**src/rtl/multicycle_ctrl.sv**
```systemverilog
// multicycle_ctrl: multicycle control unit for the RV32I core.
// Sequences fetch/decode/execute/memory/writeback. It stalls on the memory
// ready handshake, traps illegal/ECALL/EBREAK into a halt state and keeps a
// retired-instruction counter.
//
// Ports
//   clk, rstn          clock (rising edge), async active-low reset
//   instr              current instruction register contents
//   alu_zero           ALU zero flag (branch resolution)
//   mem_ready          memory completes the current request this cycle
//   trap_clr           pulse to leave TRAP
//   imm_src            immediate format (I=0 S=1 B=2 U=3 J=4)
//   pc_we, instr_we, rf_we, mem_we, mem_req   write enables / memory request
//   mem_addr_src       0 = PC, 1 = RESULT
//   ra1, ra2, wa3      register file addresses sliced from instr
//   alu_a_src          0 PC, 1 PC_BUF, 2 RD1, 3 RD1_BUF, 4 ZERO
//   alu_b_src          0 RD2_BUF, 1 IMM, 2 FOUR
//   result_src         0 ALU_RESULT_BUF, 1 DATA_BUF, 2 ALU_RESULT
//   alu_op             0 ADD 1 SUB 2 SLL 3 SLT 4 SLTU 5 XOR 6 SRL 7 SRA 8 OR 9 AND
//   retire, instret    completion pulse and retired-instruction count
//   trap, trap_cause   TRAP indication, cause 0 none 1 illegal 2 ECALL 3 EBREAK
//   state_o            current state (debug)
module multicycle_ctrl #(
  parameter bit          MEM_WAIT_EN  = 1'b1,
  parameter bit          TRAP_EN      = 1'b1,
  parameter int unsigned RETIRE_CNT_W = 32
) (
  input  logic                    clk,
  input  logic                    rstn,
  input  logic [31:0]             instr,
  input  logic                    alu_zero,
  input  logic                    mem_ready,
  input  logic                    trap_clr,
  output logic [2:0]              imm_src,
  output logic                    pc_we,
  output logic                    mem_addr_src,
  output logic                    mem_req,
  output logic                    mem_we,
  output logic                    instr_we,
  output logic                    rf_we,
  output logic [4:0]              ra1,
  output logic [4:0]              ra2,
  output logic [4:0]              wa3,
  output logic [2:0]              alu_a_src,
  output logic [1:0]              alu_b_src,
  output logic [1:0]              result_src,
  output logic [3:0]              alu_op,
  output logic                    retire,
  output logic [RETIRE_CNT_W-1:0] instret,
  output logic                    trap,
  output logic [1:0]              trap_cause,
  output logic [3:0]              state_o
);

  localparam logic [2:0] INSTR_FORMAT_I = 3'd0, INSTR_FORMAT_S = 3'd1,
                         INSTR_FORMAT_B = 3'd2, INSTR_FORMAT_U = 3'd3,
                         INSTR_FORMAT_J = 3'd4;
  localparam logic       MEM_ADDR_SRC_PC = 1'b0, MEM_ADDR_SRC_RESULT = 1'b1;
  localparam logic [2:0] ALU_A_SRC_PC = 3'd0, ALU_A_SRC_PC_BUF = 3'd1,
                         ALU_A_SRC_RD1 = 3'd2, ALU_A_SRC_RD1_BUF = 3'd3,
                         ALU_A_SRC_ZERO = 3'd4;
  localparam logic [1:0] ALU_B_SRC_RD2_BUF = 2'd0, ALU_B_SRC_IMM = 2'd1,
                         ALU_B_SRC_FOUR = 2'd2;
  localparam logic [1:0] RESULT_SRC_ALU_RESULT_BUF = 2'd0,
                         RESULT_SRC_DATA_BUF = 2'd1,
                         RESULT_SRC_ALU_RESULT = 2'd2;
  localparam logic       ALU_CTRL_ADD = 1'b0, ALU_CTRL_OP = 1'b1;
  localparam logic [3:0] ALU_OP_ADD = 4'd0, ALU_OP_SUB = 4'd1, ALU_OP_SLL = 4'd2,
                         ALU_OP_SLT = 4'd3, ALU_OP_SLTU = 4'd4, ALU_OP_XOR = 4'd5,
                         ALU_OP_SRL = 4'd6, ALU_OP_SRA = 4'd7, ALU_OP_OR = 4'd8,
                         ALU_OP_AND = 4'd9;
  localparam logic [6:0] OPC_LOAD = 7'b0000011, OPC_STORE = 7'b0100011,
                         OPC_REG = 7'b0110011, OPC_IMM = 7'b0010011,
                         OPC_JAL = 7'b1101111, OPC_JALR = 7'b1100111,
                         OPC_LUI = 7'b0110111, OPC_AUIPC = 7'b0010111,
                         OPC_BRANCH = 7'b1100011, OPC_FENCE = 7'b0001111,
                         OPC_SYS = 7'b1110011;
  localparam logic [RETIRE_CNT_W-1:0] CNT_ONE = RETIRE_CNT_W'(1);

  typedef enum logic [3:0] {
    S_FETCH = 4'd0, S_DECODE = 4'd1, S_MEM_ADDR = 4'd2, S_MEM_LOAD = 4'd3,
    S_MEM_WB = 4'd4, S_MEM_STORE = 4'd5, S_EXECUTE_R = 4'd6, S_ALU_WB = 4'd7,
    S_EXECUTE_I = 4'd8, S_JAL = 4'd9, S_JALR = 4'd10, S_LUI = 4'd11,
    S_AUIPC = 4'd12, S_BRANCH = 4'd13, S_TRAP = 4'd14
  } state_e;

  state_e                  state_q;
  logic [RETIRE_CNT_W-1:0] instret_q;
  logic [1:0]              trap_cause_q;

  logic       rdy;
  logic [6:0] opcode;
  logic       is_load, is_store, is_reg, is_imm, is_jal, is_jalr;
  logic       is_lui, is_auipc, is_branch, is_fence, is_sys;
  logic       is_ecall, is_ebreak, illegal;
  logic [1:0] cause_d;
  logic       alu_ctrl;

  assign rdy    = mem_ready | ~MEM_WAIT_EN;
  assign opcode = instr[6:0];

  always_comb begin
    is_load   = (opcode == OPC_LOAD);
    is_store  = (opcode == OPC_STORE);
    is_reg    = (opcode == OPC_REG);
    is_imm    = (opcode == OPC_IMM);
    is_jal    = (opcode == OPC_JAL);
    is_jalr   = (opcode == OPC_JALR);
    is_lui    = (opcode == OPC_LUI);
    is_auipc  = (opcode == OPC_AUIPC);
    is_branch = (opcode == OPC_BRANCH);
    is_fence  = (opcode == OPC_FENCE);
    is_sys    = (opcode == OPC_SYS);
    is_ecall  = (instr == 32'h0000_0073);
    is_ebreak = (instr == 32'h0010_0073);
    // Every opcode constant ends in 2'b11, so a bad low pair is also "unknown".
    illegal   = ~(is_load | is_store | is_reg | is_imm | is_jal | is_jalr |
                  is_lui | is_auipc | is_branch | is_fence | is_sys) |
                (is_sys & ~is_ecall & ~is_ebreak);
    cause_d   = illegal ? 2'd1 : is_ecall ? 2'd2 : is_ebreak ? 2'd3 : 2'd0;

    imm_src = INSTR_FORMAT_I;
    if (is_store)              imm_src = INSTR_FORMAT_S;
    if (is_branch)             imm_src = INSTR_FORMAT_B;
    if (is_lui || is_auipc)    imm_src = INSTR_FORMAT_U;
    if (is_jal)                imm_src = INSTR_FORMAT_J;
  end

  // Branches reuse the compare ops: funct3[2:1] picks SUB/SLT/SLTU and the
  // polarity is applied to alu_zero in BRANCH.
  always_comb begin
    alu_op = ALU_OP_ADD;
    if (alu_ctrl == ALU_CTRL_OP) begin
      if (is_branch) begin
        case (instr[14:13])
          2'b10:   alu_op = ALU_OP_SLT;
          2'b11:   alu_op = ALU_OP_SLTU;
          default: alu_op = ALU_OP_SUB;
        endcase
      end else begin
        case (instr[14:12])
          3'b000:  alu_op = (is_reg && instr[30]) ? ALU_OP_SUB : ALU_OP_ADD;
          3'b001:  alu_op = ALU_OP_SLL;
          3'b010:  alu_op = ALU_OP_SLT;
          3'b011:  alu_op = ALU_OP_SLTU;
          3'b100:  alu_op = ALU_OP_XOR;
          3'b101:  alu_op = instr[30] ? ALU_OP_SRA : ALU_OP_SRL;
          3'b110:  alu_op = ALU_OP_OR;
          default: alu_op = ALU_OP_AND;
        endcase
      end
    end
  end

  always_comb begin
    pc_we        = 1'b0;
    instr_we     = 1'b0;
    rf_we        = 1'b0;
    mem_req      = 1'b0;
    mem_we       = 1'b0;
    retire       = 1'b0;
    mem_addr_src = MEM_ADDR_SRC_PC;
    alu_a_src    = ALU_A_SRC_PC;
    alu_b_src    = ALU_B_SRC_RD2_BUF;
    result_src   = RESULT_SRC_ALU_RESULT;
    alu_ctrl     = ALU_CTRL_ADD;
    case (state_q)
      S_FETCH: begin
        mem_req   = 1'b1;
        alu_b_src = ALU_B_SRC_FOUR;
        instr_we  = rdy;
        pc_we     = rdy;
      end
      S_DECODE: begin
        alu_a_src = is_jalr ? ALU_A_SRC_RD1 : ALU_A_SRC_PC_BUF;
        alu_b_src = ALU_B_SRC_IMM;
        retire    = is_fence | ((cause_d != 2'd0) & ~TRAP_EN);
      end
      S_MEM_ADDR: begin
        alu_a_src = ALU_A_SRC_RD1_BUF;
        alu_b_src = ALU_B_SRC_IMM;
      end
      S_MEM_LOAD: begin
        mem_req      = 1'b1;
        mem_addr_src = MEM_ADDR_SRC_RESULT;
        result_src   = RESULT_SRC_ALU_RESULT_BUF;
      end
      S_MEM_WB: begin
        rf_we      = 1'b1;
        result_src = RESULT_SRC_DATA_BUF;
        retire     = 1'b1;
      end
      S_MEM_STORE: begin
        mem_req      = 1'b1;
        mem_we       = 1'b1;
        mem_addr_src = MEM_ADDR_SRC_RESULT;
        result_src   = RESULT_SRC_ALU_RESULT_BUF;
        retire       = rdy;
      end
      S_EXECUTE_R: begin
        alu_a_src = ALU_A_SRC_RD1_BUF;
        alu_ctrl  = ALU_CTRL_OP;
      end
      S_EXECUTE_I: begin
        alu_a_src = ALU_A_SRC_RD1_BUF;
        alu_b_src = ALU_B_SRC_IMM;
        alu_ctrl  = ALU_CTRL_OP;
      end
      S_LUI: begin
        alu_a_src = ALU_A_SRC_ZERO;
        alu_b_src = ALU_B_SRC_IMM;
      end
      S_AUIPC: begin
        alu_a_src = ALU_A_SRC_PC_BUF;
        alu_b_src = ALU_B_SRC_IMM;
      end
      S_JAL, S_JALR: begin
        pc_we      = 1'b1;
        result_src = RESULT_SRC_ALU_RESULT_BUF;
        alu_a_src  = ALU_A_SRC_PC_BUF;
        alu_b_src  = ALU_B_SRC_FOUR;
      end
      S_ALU_WB: begin
        rf_we      = 1'b1;
        result_src = RESULT_SRC_ALU_RESULT_BUF;
        retire     = 1'b1;
      end
      S_BRANCH: begin
        alu_a_src  = ALU_A_SRC_RD1_BUF;
        alu_ctrl   = ALU_CTRL_OP;
        result_src = RESULT_SRC_ALU_RESULT_BUF;
        pc_we      = alu_zero ^ instr[12] ^ instr[14];
        retire     = 1'b1;
      end
      default: ;
    endcase
    // State already sits at FETCH during reset; this also silences FETCH's
    // request so nothing is written while rstn is low.
    if (!rstn) begin
      pc_we    = 1'b0;
      instr_we = 1'b0;
      rf_we    = 1'b0;
      mem_req  = 1'b0;
      mem_we   = 1'b0;
      retire   = 1'b0;
    end
  end

  always_ff @(posedge clk or negedge rstn) begin
    if (!rstn) begin
      state_q      <= S_FETCH;
      instret_q    <= '0;
      trap_cause_q <= '0;
    end else begin
      if (retire) instret_q <= instret_q + CNT_ONE;
      case (state_q)
        S_FETCH:     if (rdy) state_q <= S_DECODE;
        S_DECODE: begin
          if (cause_d != 2'd0) begin
            if (TRAP_EN) begin
              state_q      <= S_TRAP;
              trap_cause_q <= cause_d;
            end else begin
              state_q <= S_FETCH;
            end
          end else if (is_load || is_store) state_q <= S_MEM_ADDR;
          else if (is_reg)                  state_q <= S_EXECUTE_R;
          else if (is_imm)                  state_q <= S_EXECUTE_I;
          else if (is_jal)                  state_q <= S_JAL;
          else if (is_jalr)                 state_q <= S_JALR;
          else if (is_lui)                  state_q <= S_LUI;
          else if (is_auipc)                state_q <= S_AUIPC;
          else if (is_branch)               state_q <= S_BRANCH;
          else                              state_q <= S_FETCH;
        end
        S_MEM_ADDR:  state_q <= is_load ? S_MEM_LOAD : S_MEM_STORE;
        S_MEM_LOAD:  if (rdy) state_q <= S_MEM_WB;
        S_MEM_STORE: if (rdy) state_q <= S_FETCH;
        S_EXECUTE_R, S_EXECUTE_I, S_LUI, S_AUIPC, S_JAL, S_JALR:
                     state_q <= S_ALU_WB;
        S_TRAP: begin
          if (trap_clr) begin
            state_q      <= S_FETCH;
            trap_cause_q <= '0;
          end
        end
        default:     state_q <= S_FETCH;
      endcase
    end
  end

  assign instret    = instret_q;
  assign trap_cause = trap_cause_q;
  assign trap       = (state_q == S_TRAP);
  assign state_o    = state_q;
  assign ra1        = instr[19:15];
  assign ra2        = instr[24:20];
  assign wa3        = instr[11:7];

endmodule

```
**config.mk**
```make
export PLATFORM = sky130hd
export DESIGN_NAME = multicycle_ctrl
export DESIGN_NICKNAME = d
export VERILOG_FILES = /design/src/rtl/multicycle_ctrl.sv
export SDC_FILE = /design/constraint.sdc
export NUM_CORES = 1
export LEC_CHECK = 0
export ABC_AREA = 1
export CORE_MARGIN = 3
export CORE_UTILIZATION = 46
export DETAILED_ROUTE_END_ITERATION = 8
export PLACE_DENSITY = 0.78
export SLEW_MARGIN = 15
export SYNTH_ARGS = -nofsm -noshare
export SYNTH_HDL_FRONTEND = slang
export SYNTH_SLANG_ARGS = --single-unit
```
**constraint.sdc**
```tcl
create_clock -name clk -period 1.8 [get_ports clk]
set_input_delay 0.36 -clock clk [delete_from_list [all_inputs] [get_ports clk]]
set_output_delay 0.36 -clock clk [all_outputs]
set_load 0.01 [all_outputs]
```
==> metrics.cfg <==
[floorplan]
dieArea_um2=7800
die_w_um=88.32
start_util=0.4826
rows=29
core_um2=6459
pin_count=112
die_y_um=88.32

[critical_path]
crit_path_max_incr_delay_ns=0.45
worst-endpoint-required_ns=1.44
critPathTopFamily=buffers and inverters
cp_num_buf_inv=5
cp_slowest_cell=dfrtp_1
path_max_fanout=5
crit_arrival_ns=1.71
worst-r2r-setup-slack_ns=-0.19
critPathLaunch=state_o[2]
timing.rr.end=instret[8]
r2r-start=state_o[2]
crit_type=reg -> out
crit_chain=inv_2, buf_4, nand2_8, inv_1, nand2_1, inv_1, nor2_4, o2111ai_1, buf_2
crit_top_cell=inv_1
reg2reg_depth=11
startpoint_type=register
endpoint_kind=output pin

[placed_design]
placed_area_um2=4654
port_buffers=111
globalplace.congestion=0.9472
place_ws_ns=-0.7633
hpwl_mm=8.122
dp_cells=701

[cts]
h-tree-depth=2
insertion_delay_ns=0.31
path_clk_slew_ns=0.08
hold_buffers=0
clockRootBuffer=clkbuf_8
cts_tree=built
cts_sinks=38
cts_buffer_depth=2
numCtsBuffers=5

[routing]
dr.first_iter.drc_count=421
ant_nets=0
drt_pre_antenna_iters=7
vias=4203
wl_per_cell_um=18.23
remaining_drc_errors=0
wl_mm=13.36
via_per_inst=5.734

[global_route]
grtUsageTotal=0.2827
grt_max_degree=27
grt_pass1_wl_mm=17.53
overflow=0
grt_pass1_vias=3785
antenna_found_initial=1

[outcome]
status=finished with violations
violations=negative setup slack

[sta]
setup_viol=40
finalCriticalPeriod_ns=2.069
whs_ns=0.1253
drv_slew=0
setup_slack_ns=-0.2695
finalSetupTns_ns=-4.137
finalHoldViolCount=0
rsz0062_at_grt=yes
worst_slew_pin_slew_ns=0.4897
relSlewSlack=0.6705
period_share=1.150
max_freq_mhz=483.2
fin_worst_skew_ns=0.01676

[yosys]
synthCells=468
synth_cell_types=37
synth_nets=506
synthesis.area_um2=3117
synth-edff-count=0
ys_ff_latch=38
synth-main-ff-cell=dfrtp_1
async_flop_share=1.000
yosysSeqAreaShare=0.3051
syn_avg_cell_area_um2=6.660
yosysWarningCount=0

[final_layout]
fillers=348
area_growth_syn_to_layout_pct=73.58
final_common_cell=nand2_1
nNetsFinal=692
fin_cells=733
final_cell_mix=86 x nand2_1, 78 x clkdlybuf4s50_1, 68 x buf_4
fin_area_um2=5410
post-route-util=0.8377
final_layout_size_suffix_gt1_frac=0.3695

[pwr]
finalPower_mw=6.591
p_leak_nw=2.589
p_per_area_nw_per_um2=1218
irDropWorstVdd_mv=1.278

[worst_hold_path]
min_path_type=in -> async

[job]
timing.max_cap.violations=0

[routing by layer]
metal / up-vias / GRT usage / share of wire
li1: 1853 / - / -
met1: 1935 / 0.3422 / 0.37
met2: 332 / 0.4963 / 0.48
met3: 83 / 0.05121 / 0.10
met4: 0 / 0.1113 / 0.043
met5: - / 0 / 0
[state kept, by name (all words and copies together) (netlist names)]
name	flops
state_o	4
instret	32
trap_cause	2
[timing repair]
action	in CTS	in global routing
gates cloned	1	1
endpoints found under the setup margin	58	52
buffers inserted	10	16
resized for setup	165	103
pin swaps	19	36
[worst max path at each step]
stage,slack [ns],end,cells past startpoint
floorplan,0.07,alu_op[2],5
global placement,-0.70,alu_op[0],7
detailed placement,-0.76,alu_op[0],9
CTS,-0.21,retire,9
global route,-0.30,alu_a_src[0],9
finish,-0.27,alu_a_src[0],9
[kinds of logic (layout without fill, tap and decap cells)]
| group | Yosys count | in the layout | share of synthesized area |
|---|---|---|---|
| other | 0 | 1 | 0 |
| adders and majority gates | 1 | 1 | 0.004014 |
| AOI/OAI and AO/OA | 44 | 44 | 0.07908 |
| DFF | 38 | 38 | 0.3051 |
| buffers and inverters | 90 | 277 | 0.1345 |
| and+or+nand+nor | 268 | 268 | 0.3966 |
| xor gates and xnor gates | 27 | 27 | 0.08069 |
[layout make-up]
cell class	instances	area (µm²)	area share
flip-flops and latches	38	954.7	0.1765
clock inverters	2	12.51	0.002313
multi-input cells	340	2192	0.4052
inverters	69	269.0	0.04972
clock buffers	6	82.58	0.01526
diodes	1	2.502	0.0004625
repair buffers	200	1800	0.3328
well taps	77	96.34	0.01781
[where the power goes]
| group | internal (mW) | switching, mW |
|---|---|---|
| sequential | 1.09 | 0.306 |
| combinational | 2.20 | 2.37 |
| clock | 0.308 | 0.321 |
| total | 3.60 | 2.99 |
[synthesized netlist by cell type, types with 2 or more instances]
| master | instances | area [µm²] |
|---|---|---|
| a21oi_1 | 7 | 35.03 |
| a31oi_1 | 3 | 18.77 |
| buf_2 | 2 | 10.01 |
| buf_4 | 17 | 127.6 |
| buf_6 | 2 | 22.52 |
| dfrtp_1 | 38 | 950.9 |
| inv_1 | 66 | 247.7 |
| inv_2 | 3 | 11.26 |
| nand2_1 | 113 | 424.2 |
| nand2_2 | 6 | 37.54 |
| nand2_4 | 3 | 33.78 |
| nand3_1 | 26 | 130.1 |
| nand3_2 | 2 | 20.02 |
| nand4_1 | 14 | 87.58 |
| nor2_1 | 60 | 225.2 |
| nor2_2 | 7 | 43.79 |
| nor2_4 | 4 | 45.04 |
| nor3_1 | 24 | 120.1 |
| nor4_1 | 3 | 18.77 |
| o21ai_0 | 15 | 75.07 |
| o21ai_1 | 13 | 65.06 |
| o22ai_1 | 2 | 12.51 |
| xnor2_1 | 3 | 26.28 |
| xor2_1 | 22 | 192.7 |
Power figures use the tool's default switching activity.
